### src/rtl/direction_input_ctrl.sv
// direction_input_ctrl
//   Turns four raw board push-buttons into one direction command per press
//   for the game2048 core. The buttons are synchronised, debounced and
//   edge-detected. Simultaneous presses are arbitrated (up > down > left > right).
//   Each command is then held on a valid/ready handshake until the core takes it.
//
//   Optional feature: define DIR_AUTOREPEAT_EN to reissue the held direction.
//   The first reissue comes after REPEAT_DELAY cycles of holding only that
//   button. Later reissues follow every REPEAT_PERIOD cycles after the
//   previous transfer.
//
// Ports
//   clk        in   1  system clock
//   rst        in   1  asynchronous reset, active-low
//   btn        in   4  raw buttons, async to clk; [0]=up [1]=down [2]=left [3]=right
//   enable     in   1  high while the game is in its playing state
//   dir_ready  in   1  core can take a move this cycle
//   direction  out  4  one-hot command, 4'b0000 whenever dir_valid=0
//   dir_valid  out  1  direction holds a command not yet taken
//   btn_level  out  4  debounced pressed levels, active-high
//   fsm_state  out  2  current FSM state (0=IDLE 1=PENDING 2=WAIT_RELEASE)
//
// Handshake: a command transfers on every rising clk edge where
// dir_valid && dir_ready. While dir_valid is high, direction does not change
// until a transfer happens or enable drops. A drop of enable withdraws the
// command.
module direction_input_ctrl #(
   parameter int DEBOUNCE_CYCLES = 1_000_000,
   parameter bit BTN_ACTIVE_LOW  = 1'b1,
   parameter int REPEAT_DELAY    = 25_000_000,
   parameter int REPEAT_PERIOD   = 10_000_000
) (
   input  logic       clk,
   input  logic       rst,
   input  logic [3:0] btn,
   input  logic       enable,
   input  logic       dir_ready,
   output logic [3:0] direction,
   output logic       dir_valid,
   output logic [3:0] btn_level,
   output logic [1:0] fsm_state
);

   localparam int CW = $clog2(DEBOUNCE_CYCLES + 1);
   localparam logic [CW-1:0] DB_LAST = CW'(DEBOUNCE_CYCLES - 1);
   localparam logic [CW-1:0] DB_SAT  = CW'(DEBOUNCE_CYCLES);
   // Synchroniser reset value is the raw "released" level.
   // This stops the debouncer from seeing a phantom press right after reset.
   localparam logic [3:0] RAW_RELEASED = BTN_ACTIVE_LOW ? 4'hF : 4'h0;

   typedef enum logic [1:0] {
      ST_IDLE    = 2'd0,
      ST_PENDING = 2'd1,
      ST_WAIT    = 2'd2
   } state_t;

   logic [3:0]    sync1, sync2, pressed;
   logic [CW-1:0] db_cnt [4];
   logic [3:0]    level_d, press_evt, pick;
   state_t        state, state_n;
   logic [3:0]    dir_q, dir_n;

   // Synchroniser and polarity normalisation (1 = pressed)
   always_ff @(posedge clk or negedge rst) begin
      if (!rst) begin
         sync1 <= RAW_RELEASED;
         sync2 <= RAW_RELEASED;
      end else begin
         sync1 <= btn;
         sync2 <= sync1;
      end
   end

   assign pressed = BTN_ACTIVE_LOW ? ~sync2 : sync2;

   // Debounce: the counter runs only while the synced input disagrees with
   // the accepted level. Any agreement (a bounce) restarts it.
   always_ff @(posedge clk or negedge rst) begin
      if (!rst) begin
         btn_level <= '0;
         for (int i = 0; i < 4; i++) db_cnt[i] <= '0;
      end else begin
         for (int i = 0; i < 4; i++) begin
            if (pressed[i] == btn_level[i]) begin
               db_cnt[i] <= '0;
            end else if (db_cnt[i] == DB_LAST) begin
               btn_level[i] <= pressed[i];
               db_cnt[i]    <= '0;
            end else if (db_cnt[i] != DB_SAT) begin
               db_cnt[i] <= db_cnt[i] + 1'b1;
            end
         end
      end
   end

   // Press events last exactly one cycle after the btn_level rising edge
   always_ff @(posedge clk or negedge rst) begin
      if (!rst) level_d <= '0;
      else      level_d <= btn_level;
   end

   assign press_evt = btn_level & ~level_d;

   always_comb begin
      pick = '0;
      if      (press_evt[0]) pick = 4'b0001;
      else if (press_evt[1]) pick = 4'b0010;
      else if (press_evt[2]) pick = 4'b0100;
      else if (press_evt[3]) pick = 4'b1000;
   end

`ifdef DIR_AUTOREPEAT_EN
   localparam int RMAX = (REPEAT_DELAY > REPEAT_PERIOD) ? REPEAT_DELAY : REPEAT_PERIOD;
   localparam int HW   = $clog2(RMAX + 1);
   // Each threshold is two less than the repeat time.
   // One cycle goes to the WAIT->PENDING step, and one to the transfer itself.
   localparam logic [HW-1:0] HOLD_FIRST = HW'(REPEAT_DELAY - 2);
   localparam logic [HW-1:0] HOLD_NEXT  = HW'(REPEAT_PERIOD - 2);

   logic [HW-1:0] hold_cnt, hold_n;
   logic          first_q, first_n;

   always_ff @(posedge clk or negedge rst) begin
      if (!rst) begin
         hold_cnt <= '0;
         first_q  <= 1'b0;
      end else begin
         hold_cnt <= hold_n;
         first_q  <= first_n;
      end
   end
`endif

   always_ff @(posedge clk or negedge rst) begin
      if (!rst) begin
         state <= ST_IDLE;
         dir_q <= '0;
      end else begin
         state <= state_n;
         dir_q <= dir_n;
      end
   end

   always_comb begin
      state_n = state;
      dir_n   = dir_q;
`ifdef DIR_AUTOREPEAT_EN
      hold_n  = hold_cnt;
      first_n = first_q;
`endif
      case (state)
         ST_IDLE: begin
            if (enable && (press_evt != 4'b0000)) begin
               state_n = ST_PENDING;
               dir_n   = pick;
`ifdef DIR_AUTOREPEAT_EN
               first_n = 1'b1;
`endif
            end
         end
         ST_PENDING: begin
            // Either a transfer or a withdrawal ends the command
            if (dir_ready || !enable) begin
               state_n = ST_WAIT;
`ifdef DIR_AUTOREPEAT_EN
               hold_n  = '0;
`endif
            end
         end
         ST_WAIT: begin
            if (btn_level == 4'b0000) begin
               state_n = ST_IDLE;
`ifdef DIR_AUTOREPEAT_EN
               hold_n  = '0;
            end else if (enable && (btn_level == dir_q) && (level_d == btn_level)) begin
               if (hold_cnt == (first_q ? HOLD_FIRST : HOLD_NEXT)) begin
                  state_n = ST_PENDING;
                  first_n = 1'b0;
                  hold_n  = '0;
               end else begin
                  hold_n = hold_cnt + 1'b1;
               end
            end else begin
               hold_n = '0;
`endif
            end
         end
         default: state_n = ST_IDLE;
      endcase
   end

   assign dir_valid = (state == ST_PENDING);
   assign direction = dir_valid ? dir_q : 4'b0000;
   assign fsm_state = state;

endmodule

### config.mk
export PLATFORM = sky130hd
export DESIGN_NAME = direction_input_ctrl
export DESIGN_NICKNAME = d
export VERILOG_FILES = /design/src/rtl/direction_input_ctrl.sv
export SDC_FILE = /design/constraint.sdc
export NUM_CORES = 1
export LEC_CHECK = 0
export CAP_MARGIN = 20
export CORE_MARGIN = 2
export CORE_UTILIZATION = 62
export CTS_CLUSTER_DIAMETER = 50
export DETAILED_ROUTE_END_ITERATION = 7
export PLACE_DENSITY = 0.81
export REMOVE_ABC_BUFFERS = 1
export SLEW_MARGIN = 30
export SYNTH_ARGS = -nofsm -noshare
export SYNTH_HDL_FRONTEND = slang
export SYNTH_SLANG_ARGS = --single-unit
### constraint.sdc
create_clock -name clk -period 6.45 [get_ports clk]
set_input_delay 1.935 -clock clk [delete_from_list [all_inputs] [get_ports clk]]
set_output_delay 1.935 -clock clk [all_outputs]
set_load 0.005 [all_outputs]
==> results.cfg, run 1 <==
[outcome]
status = completed

[clocking]
post-cts-setup-buffers = 0
cts_root_buffer = clkbuf_8
clk_pin_slew_ns = 0.10
cts_buffers = 9
clkLatencyLatePin_ns = 0.37
cts_hold_buf = 0
cts_sinks = 102
cts_resized = 0
htreeDepth = 3
cts.path.max_buffers = 2
cts_tree = built

[synthesis]
synth_common_cells = dfrtp_1 (94), nor2_1 (50), nand3_1 (35)
synth_area_um2 = 5200
synthCells = 537
ys_async_sr_fraction_pct = 100
ys_ff_latch = 102
synth.area.top_cells = dfrtp_1 (45%), xnor2_1 (5.6%), dfstp_2 (4.0%)
synth.distinct_cells = 41
synth_seq_area_share_pct = 49.3
synth-main-ff-cell = dfrtp_1
synth_area_leader_cell = dfrtp_1
synth_top_area_share_pct = 45.2
yosys.cell_count.top_type = dfrtp_1
synth_area_per_cell_um2 = 9.68
yosysWarningCount = 0
synth_edf_count = 0

[critical_path]
end_kind = primary output
critPathArrivalTime_ns = 1.97
path_cells = nor2b_1, and2_1, clkdlybuf4s50_1
crit_slowest_cell = clkdlybuf4s50_1
r2r-start = db_cnt[52]
critPathRequiredTime_ns = 4.51
r2r_slack_ns = 3.79
worstRegToRegCells = 5
r2r_end = db_cnt[42]
path_class = reg2out
cpPeakStageDelay_ns = 0.50
crit_fanout = 7
startpoint_type = flip-flop

[min_path]
hold_start = sync1[2]
worst_hold_path.endpoint = sync2[2]
whs_path_depth = 0
hp-class = reg2reg

[detailed_routing]
drt_wl_total_mm = 10.1
ant_nets = 0
avgViaCountPerCell = 6.03
vias = 4002
dr.pass1.iters = 5
wl_per_cell_um = 15.3
drcViolationCount = 0
drt_iter0_drc = 113

[global_route]
grt_pass1_wl_mm = 17.6
overflow = 0
grt_pass1_vias = 3826
antenna_found_initial = 0
grt_start_max_net_pins = 62
grt_use_total_pct = 24.3

[timing]
worst_pin_slew_ns = 0.903
slew_viol_final = 0
setup_viol = 0
clock_skew_ns = 0.00936
post-route-period-util_pct = 60.5
relSlewSlack_pct = 39.1
finalCriticalPeriod_ns = 3.90
final-hold-violation-count = 0
fmax_mhz = 256
finalSetupTns_ns = 0
rsz0062_at_grt = no

[pwr]
p_leak_nw = 2.20
finalPower_mw = 1.13
peakVddDrop_v = 0.000106
p_per_area_nw_per_um2 = 198

[die]
die_x_um = 95.6
rows = 33
io_pins = 19
fp.dieH_um = 95.6
start_util_pct = 63.6
fp.dieArea_um2 = 9130
coreArea_um2 = 8180

[cells_and_area]
nFillCells = 627
drive_above_1_share_pct = 7.51
nets = 570
syn2layout_area_growth_pct = 9.39
seq_area_um2 = 2560
multi_input_area_um2 = 2490
antenna_cells = 0

[placement]
port_buffers = 18
dpl.hpwl_mm = 6.96
gp_congestion = 0.865

[run]
drv_cap = 0
[metal layers]
layer / global-route usage, % / vias up / share of wire (%)
met1: 32.2 / 1951 / 46
li1: - / 1964 / -
met3: 5.06 / 15 / 3.8
met4: 8.10 / 0 / 1.3
met5: 0 / - / 0
met2: 40.0 / 72 / 48
[cell type report]
cell class                      count  share of cell area, %
Timing Repair Buffer               23                   3.78
Clock buffer                       13                   2.79
Inverter                           23                   1.52
Clock inverter                      3                  0.748
Sequential cell                   102                   45.1
Tap cell                          105                   2.31
Multi-Input combinational cell    395                   43.8
[flip-flops by register name, indices dropped and copies added (netlist names)]
register,flops
sync2,4
level_d,4
sync1,4
dir_q,4
fsm_state,2
btn_level,4
db_cnt,80
[layout by cell type, fill, tap and decap left out, drive strengths merged, types with 2 or more instances in the layout]
cell type / synthesis / routed
a21oi: 34 / 34
and2: 8 / 8
and3: 9 / 9
and4: 7 / 7
buf: 2 / 6
clkbuf: 15 / 13
clkdlybuf4s50: 0 / 17
dfrtp: 94 / 94
dfstp: 8 / 8
ha: 8 / 8
inv: 23 / 23
mux2: 4 / 4
mux2i: 4 / 4
nand2: 24 / 24
nand2b: 5 / 5
nand3: 36 / 36
nand3b: 3 / 3
nand4: 22 / 22
nor2: 50 / 50
nor2b: 10 / 10
nor3: 22 / 22
nor4: 19 / 19
nor4b: 3 / 3
nor4bb: 3 / 3
o21a: 2 / 2
o21ai: 24 / 24
o31ai: 10 / 10
o41ai: 4 / 4
or2: 2 / 2
or3: 13 / 13
or4: 17 / 17
xnor2: 33 / 33
xor2: 15 / 15
[where the power goes]
group / switching [mW] / internal [mW]
Clock: 0.216 / 0.201
Combinational: 0.0315 / 0.0179
Sequential: 0.0105 / 0.649
[kinds of logic (layout without fill, tap and decap cells)]
| logic type | Yosys count | after routing | synth area share [%] |
|---|---|---|---|
| AOI/OAI and AO/OA | 75 | 75 | 8.69 |
| xor gates and xnor gates | 48 | 48 | 8.09 |
| adders and majority gates | 8 | 8 | 1.93 |
| buffers and inverters | 40 | 62 | 3.06 |
| DFF | 102 | 102 | 49.3 |
| muxes | 8 | 8 | 1.64 |
| and+or+nand+nor | 256 | 256 | 27.3 |
[worst max-delay path, delay by kind of cell, from the launching register on]
family	cells	cell delay (ns)
buffers and inverters	1	0.50
DFF	1	0.43
and+or+nand+nor	2	0.68
[metrics by stage]
step / hold WS [ns] / worst slack, ns / instance area [um^2] / cells / util (%)
after floorplan: 0.345 / 3.52 / 5130 / 520 / -
after global placement: 0.347 / 2.96 / 5480 / 647 / 67.0
after detailed placement: 0.348 / 2.92 / 5480 / 647 / 67.0
after CTS: 0.358 / 2.55 / 5680 / 663 / 69.5
after global routing: 0.360 / 2.46 / 5690 / 664 / 69.6
final: 0.355 / 2.55 / 5690 / 664 / 69.6
[worst max path at each step]
| stage | start | end | slack, ns | depth (start not counted) |
|---|---|---|---|---|
| 6_report | fsm_state[1] | direction[3] | 2.55 | 3 |
| 5_1_grt | fsm_state[1] | direction[2] | 2.46 | 3 |
| 4_1_cts | fsm_state[1] | direction[3] | 2.55 | 3 |
| 3_5_place_dp | enable | dir_q[0] | 2.92 | 4 |
| 3_3_place_gp | enable | dir_q[1] | 2.96 | 4 |
| 2_1_floorplan | db_cnt[75] | db_cnt[61] | 3.52 | 4 |
Power figures use the tool's default switching activity.
==> run 2, diff against run 1 <==
--- a/config.mk
+++ b/config.mk
@@ -7,10 +7,10 @@
 export LEC_CHECK = 0
 export CAP_MARGIN = 20
 export CORE_MARGIN = 2
-export CORE_UTILIZATION = 62
+export CORE_UTILIZATION = 61
 export CTS_CLUSTER_DIAMETER = 50
 export DETAILED_ROUTE_END_ITERATION = 7
-export PLACE_DENSITY = 0.81
+export PLACE_DENSITY = 0.8
 export REMOVE_ABC_BUFFERS = 1
 export SLEW_MARGIN = 30
 export SYNTH_ARGS = -nofsm -noshare
==> constraint.sdc (replaced) <==
create_clock -name clk -period 3.7 [get_ports clk]
set_input_delay 1.11 -clock clk [delete_from_list [all_inputs] [get_ports clk]]
set_output_delay 1.11 -clock clk [all_outputs]
set_load 0.005 [all_outputs]
==> run 2 against run 1 <==
Net effect:
- sequential power increased by 74%
- setup slack got worse by 1.9 ns
- clock skew is 0.00082 ns higher
- routed wire length is 1.2% lower
- register-to-register slack lost 2.7 ns
- combinational power is 81% higher
- first-iteration DRC count up 12%
- critical path type unchanged
- critical path depth unchanged
- largest cell class unchanged
- global-route usage fell by 0.46 points
- design area grew 0.24%
- total power increased by 73%
==> results.cfg, run 2 (synthesis gave the netlist of run 1 again) <==
[outcome]
status = completed

[cells_and_area]
drive_above_1_share_pct = 7.86
largest_reg_flops = 80
multi_input_area_um2 = 2490
nFillCells = 633
final_cell_mix = dfrtp_1 (94), nor2_1 (50), nand3_1 (35)
antenna_cells = 0
nets = 571
layout_commonest_cell = dfrtp_1
finalNonFillerCells = 665
top_register = db_cnt
final_util_pct = 69.0
syn2layout_area_growth_pct = 9.65
design_area_um2 = 5700
seq_area_um2 = 2560

[global_route]
overflow = 0
antenna_found_initial = 0
grt_pass1_vias = 3832
grt_use_total_pct = 23.8
grt_start_max_net_pins = 54
grt_pass1_wl_mm = 17.4

[placement]
port_buffers = 18
gp_congestion = 0.839
dpl.hpwl_mm = 6.98
place_ws_ns = 0.991
place_inst = 649
dpl-instance-area_um2 = 5510

[critical_path]
critPathArrivalTime_ns = 1.93
critPathRequiredTime_ns = 2.59
startpoint_type = flip-flop
crit_fanout = 7
r2r-start = db_cnt[52]
cpPeakStageDelay_ns = 0.50
path_cells = nor2b_1, and2_1, clkdlybuf4s50_1
cp-startpoint = fsm_state[0]
crit_slowest_cell = clkdlybuf4s50_1
end_kind = primary output
path_class = reg2out

[detailed_routing]
dr.pass1.iters = 4
avgViaCountPerCell = 6.05
drt_wl_total_mm = 10.0
drcViolationCount = 0
drt_iter0_drc = 126
ant_nets = 0
vias = 4024
wl_per_cell_um = 15.1

[pwr]
internal-power_mw = 1.48
p_sw_mw = 0.464
p_clk_share_pct = 36.3
combPwrFrac_pct = 4.6
p_leak_nw = 2.20
p_per_area_nw_per_um2 = 342
finalPower_mw = 1.95
peakVddDrop_v = 0.000275
switching_share_pct = 23.9
seq_power_share_pct = 59.1

[run]
drv_cap = 0

[clocking]
post-cts-setup-buffers = 0
cts_resized = 0
clk_pin_slew_ns = 0.10
cts_root_buffer = clkbuf_8
htreeDepth = 3
cts_hold_buf = 0
clkLatencyLatePin_ns = 0.37
cts_buffers = 9
cts.path.max_buffers = 2
cts_sinks = 102
cts_tree = built

[die]
die_x_um = 96.3
fp.dieArea_um2 = 9280
rows = 33
io_pins = 19
fp.dieH_um = 96.3
coreArea_um2 = 8260
start_util_pct = 63.0

[timing]
post-route-period-util_pct = 82.2
setup_viol = 0
rsz0062_at_grt = no
finalCriticalPeriod_ns = 3.04
finalSetupTns_ns = 0
worst_pin_slew_ns = 0.712
relSlewSlack_pct = 52.2
final-hold-violation-count = 0
finalWorstSetupSlack_ns = 0.660
slew_viol_final = 0
fmax_mhz = 329
fin_hold_ws_ns = 0.356
clock_skew_ns = 0.0102

[min_path]
hp-class = reg2reg
hold_start = sync1[1]
## run 2: cell type report
cell class	count	area share (%)
repair buffers	24	4.13
clock inverters	6	1.19
flip-flops and latches	102	45.0
inverters	23	1.51
well taps	105	2.30
multi-input cells	395	43.7
clock buffers	10	2.24
## run 2: metal layers
layer / GRT usage, % / vias up / wire length [um]
met1: 32.2 / 1972 / 4680
met5: 0 / - / 0
met2: 38.9 / 68 / 4810
met3: 5.40 / 15 / 429
met4: 6.69 / 0 / 112
li1: - / 1969 / -
## run 2: power groups by stage
stage               clock network, mW  logic [mW]  registers [mW]
detailed placement                  0      0.0914            1.17
finish                          0.706      0.0893            1.15
floorplan                           0      0.0423            1.17
global placement                    0      0.0867            1.17
CTS                             0.727      0.0917            1.15
global route                    0.770       0.104            1.15
## run 2: worst paths after layout
| path | endpoint | slack (ns) | cells past startpoint |
|---|---|---|---|
| setup reg to reg | db_cnt[55] | 1.07 | 5 |
| max in group asynchronous | sync1[1] | 2.20 | 2 |
| hold / removal | sync2[1] | 0.36 | 0 |
| min in group asynchronous | db_cnt[34] | 0.74 | 1 |
| setup / recovery | direction[3] | 0.66 | 3 |
| hold reg to reg | sync2[1] | 0.36 | 0 |
## run 2: critical path, delay by kind of cell, from the launching register on
| family | cells | cell delay, ns |
|---|---|---|
| AND/OR/NAND/NOR | 2 | 0.67 |
| flip-flops | 1 | 0.39 |
| buffers and inverters | 1 | 0.50 |
==> run 3, diff against run 2 <==
==> constraint.sdc (replaced) <==
create_clock -name clk -period 2.9 [get_ports clk]
set_input_delay 0.87 -clock clk [delete_from_list [all_inputs] [get_ports clk]]
set_output_delay 0.87 -clock clk [all_outputs]
set_load 0.005 [all_outputs]
==> run 3 against run 2 <==
Net effect:
- setup slack worse by 0.46 ns
- die area unchanged
- register-to-register slack worse by 0.49 ns
- total power rose by 26%
- critical path depth is the same
- design area increased by 0.37%
- clock-buffer cell count up 1
- clock skew grew 0.0018 ns
- critical endpoint unchanged
- largest cell class unchanged
==> results.cfg, run 3 (synthesis gave the netlist of run 1 again) <==
[outcome]
status = completed

[timing]
fin_hold_ws_ns = 0.354
rsz0062_at_grt = no
relSlewSlack_pct = 60.1
final-hold-violation-count = 0
clock_skew_ns = 0.0119
worst_pin_slew_ns = 0.594
finalCriticalPeriod_ns = 2.70
slew_viol_final = 0
post-route-period-util_pct = 93.2
fmax_mhz = 370
finalWorstSetupSlack_ns = 0.196
setup_viol = 0

[placement]
place_inst = 652
dpl.hpwl_mm = 7.04
gp_congestion = 0.858
port_buffers = 18
place_ws_ns = 0.435

[detailed_routing]
dr.pass1.iters = 4
maxUsedRoutingLayer = met4
drt_iter0_drc = 113
wl_per_cell_um = 14.7
wl_met1_mm = 4.60
avgViaCountPerCell = 5.98
wl_met2_mm = 4.65
drcViolationCount = 0
wl_met3_um = 403
vias = 3993
ant_nets = 0
drt_wl_total_mm = 9.84

[die]
die_x_um = 96.3
fp.dieH_um = 96.3
coreArea_um2 = 8260
io_pins = 19
start_util_pct = 63.0
rows = 33
fp.dieArea_um2 = 9280

[critical_path]
cpPeakStageDelay_ns = 0.51
end_kind = primary output
cp_top_family = simple AND/OR/NAND/NOR gates
path_class = reg2out
crit_fanout = 7
critPathArrivalTime_ns = 1.83
critPathRequiredTime_ns = 2.03
startpoint_type = flip-flop
path_cells = nor2b_2, and2_1, clkdlybuf4s50_1
cp.depth = 3
worstRegToRegCells = 5
crit_slowest_cell = clkdlybuf4s50_1
path_buf_inv = 1

[cells_and_area]
nFillCells = 632
finalNonFillerCells = 668
final_util_pct = 69.3
top_register = db_cnt
antenna_cells = 0
syn2layout_area_growth_pct = 10.1
final_cell_mix = dfrtp_1 (94), nor2_1 (50), nand3_1 (35)
nets = 574
drive_above_1_share_pct = 8.35
layout_commonest_cell = dfrtp_1
largest_reg_flops = 80

[clocking]
clkLatencyLatePin_ns = 0.37
cts_hold_buf = 0
cts_root_buffer = clkbuf_8
cts_buffers = 9
htreeDepth = 3
clk_pin_slew_ns = 0.09
cts_sinks = 102
post-cts-setup-buffers = 0
cts_tree = built
cts.path.max_buffers = 2

[min_path]
hp-class = reg2reg
whs_path_depth = 0

[global_route]
grt_pass1_wl_mm = 17.1
grt_start_max_net_pins = 44
grt_use_total_pct = 23.8
overflow = 0
antenna_found_initial = 0
grt_pass1_vias = 3781

[pwr]
peakVddDrop_v = 0.000261
finalPower_mw = 2.46
switching_share_pct = 23.0
internal-power_mw = 1.89
p_clk_share_pct = 35.5
p_leak_nw = 2.22
combPwrFrac_pct = 4.7
p_per_area_nw_per_um2 = 429
seq_power_share_pct = 59.8
p_sw_mw = 0.565

[run]
drv_cap = 0
==> run 3: cell count changes in the layout (fill, tap and decap cells not counted) <==
cell and change:
nor2b_1 -1, clkinv_4 +2, clkinvlp_4 -1, buf_4 +3
nor2b_2 +1, clkbuf_1 +1, inv_6 -2
==> run 3: metal layers <==
metal | vias to the layer above | track usage [%]
li1 | 1980 | -
met1 | 1934 | 32.0
met2 | 64 | 37.6
met3 | 15 | 5.79
met4 | 0 | 8.92
met5 | - | 0
==> run 3: stage by stage <==
step	setup TNS [ns]	cell area, um^2
floorplan	-0.0334	5130
global placement	0	5530
detailed placement	0	5530
CTS	0	5720
global route	0	5720
finish	0	5720
==> run 3: final cells by class <==
class	count	area (um^2)	area share, %
repair buffers	27	258	4.50
flip-flops and latches	102	2560	44.8
well taps	105	131	2.30
clock inverters	5	60.1	1.05
inverters	23	86.3	1.51
clock buffers	11	131	2.30
multi-input cells	395	2490	43.6
==> run 3: worst paths after layout <==
path / startpoint / to / slack (ns)
worst max register to register: db_cnt[52] / db_cnt[55] / 0.58
worst min-delay path: sync1[2] / sync2[2] / 0.35
max in group asynchronous: rst / sync1[1] / 1.68
min in group asynchronous: rst / db_cnt[36] / 0.48
worst min register to register: sync1[2] / sync2[2] / 0.35
worst max-delay path: fsm_state[1] / direction[3] / 0.20
==> run 3: timing repair <==
item	CTS	global route
endpoints found under the setup margin	1	0
gates resized for setup	1	0
endpoints found under the hold margin	0	0
==> run 3: power by group through the flow <==
stage	Clock, mW	Sequential [mW]	Combinational (mW)
2_1_floorplan	0	1.49	0.0540
3_3_place_gp	0	1.49	0.113
3_5_place_dp	0	1.50	0.117
4_1_cts	0.900	1.47	0.118
5_1_grt	0.963	1.47	0.134
6_report	0.873	1.47	0.114
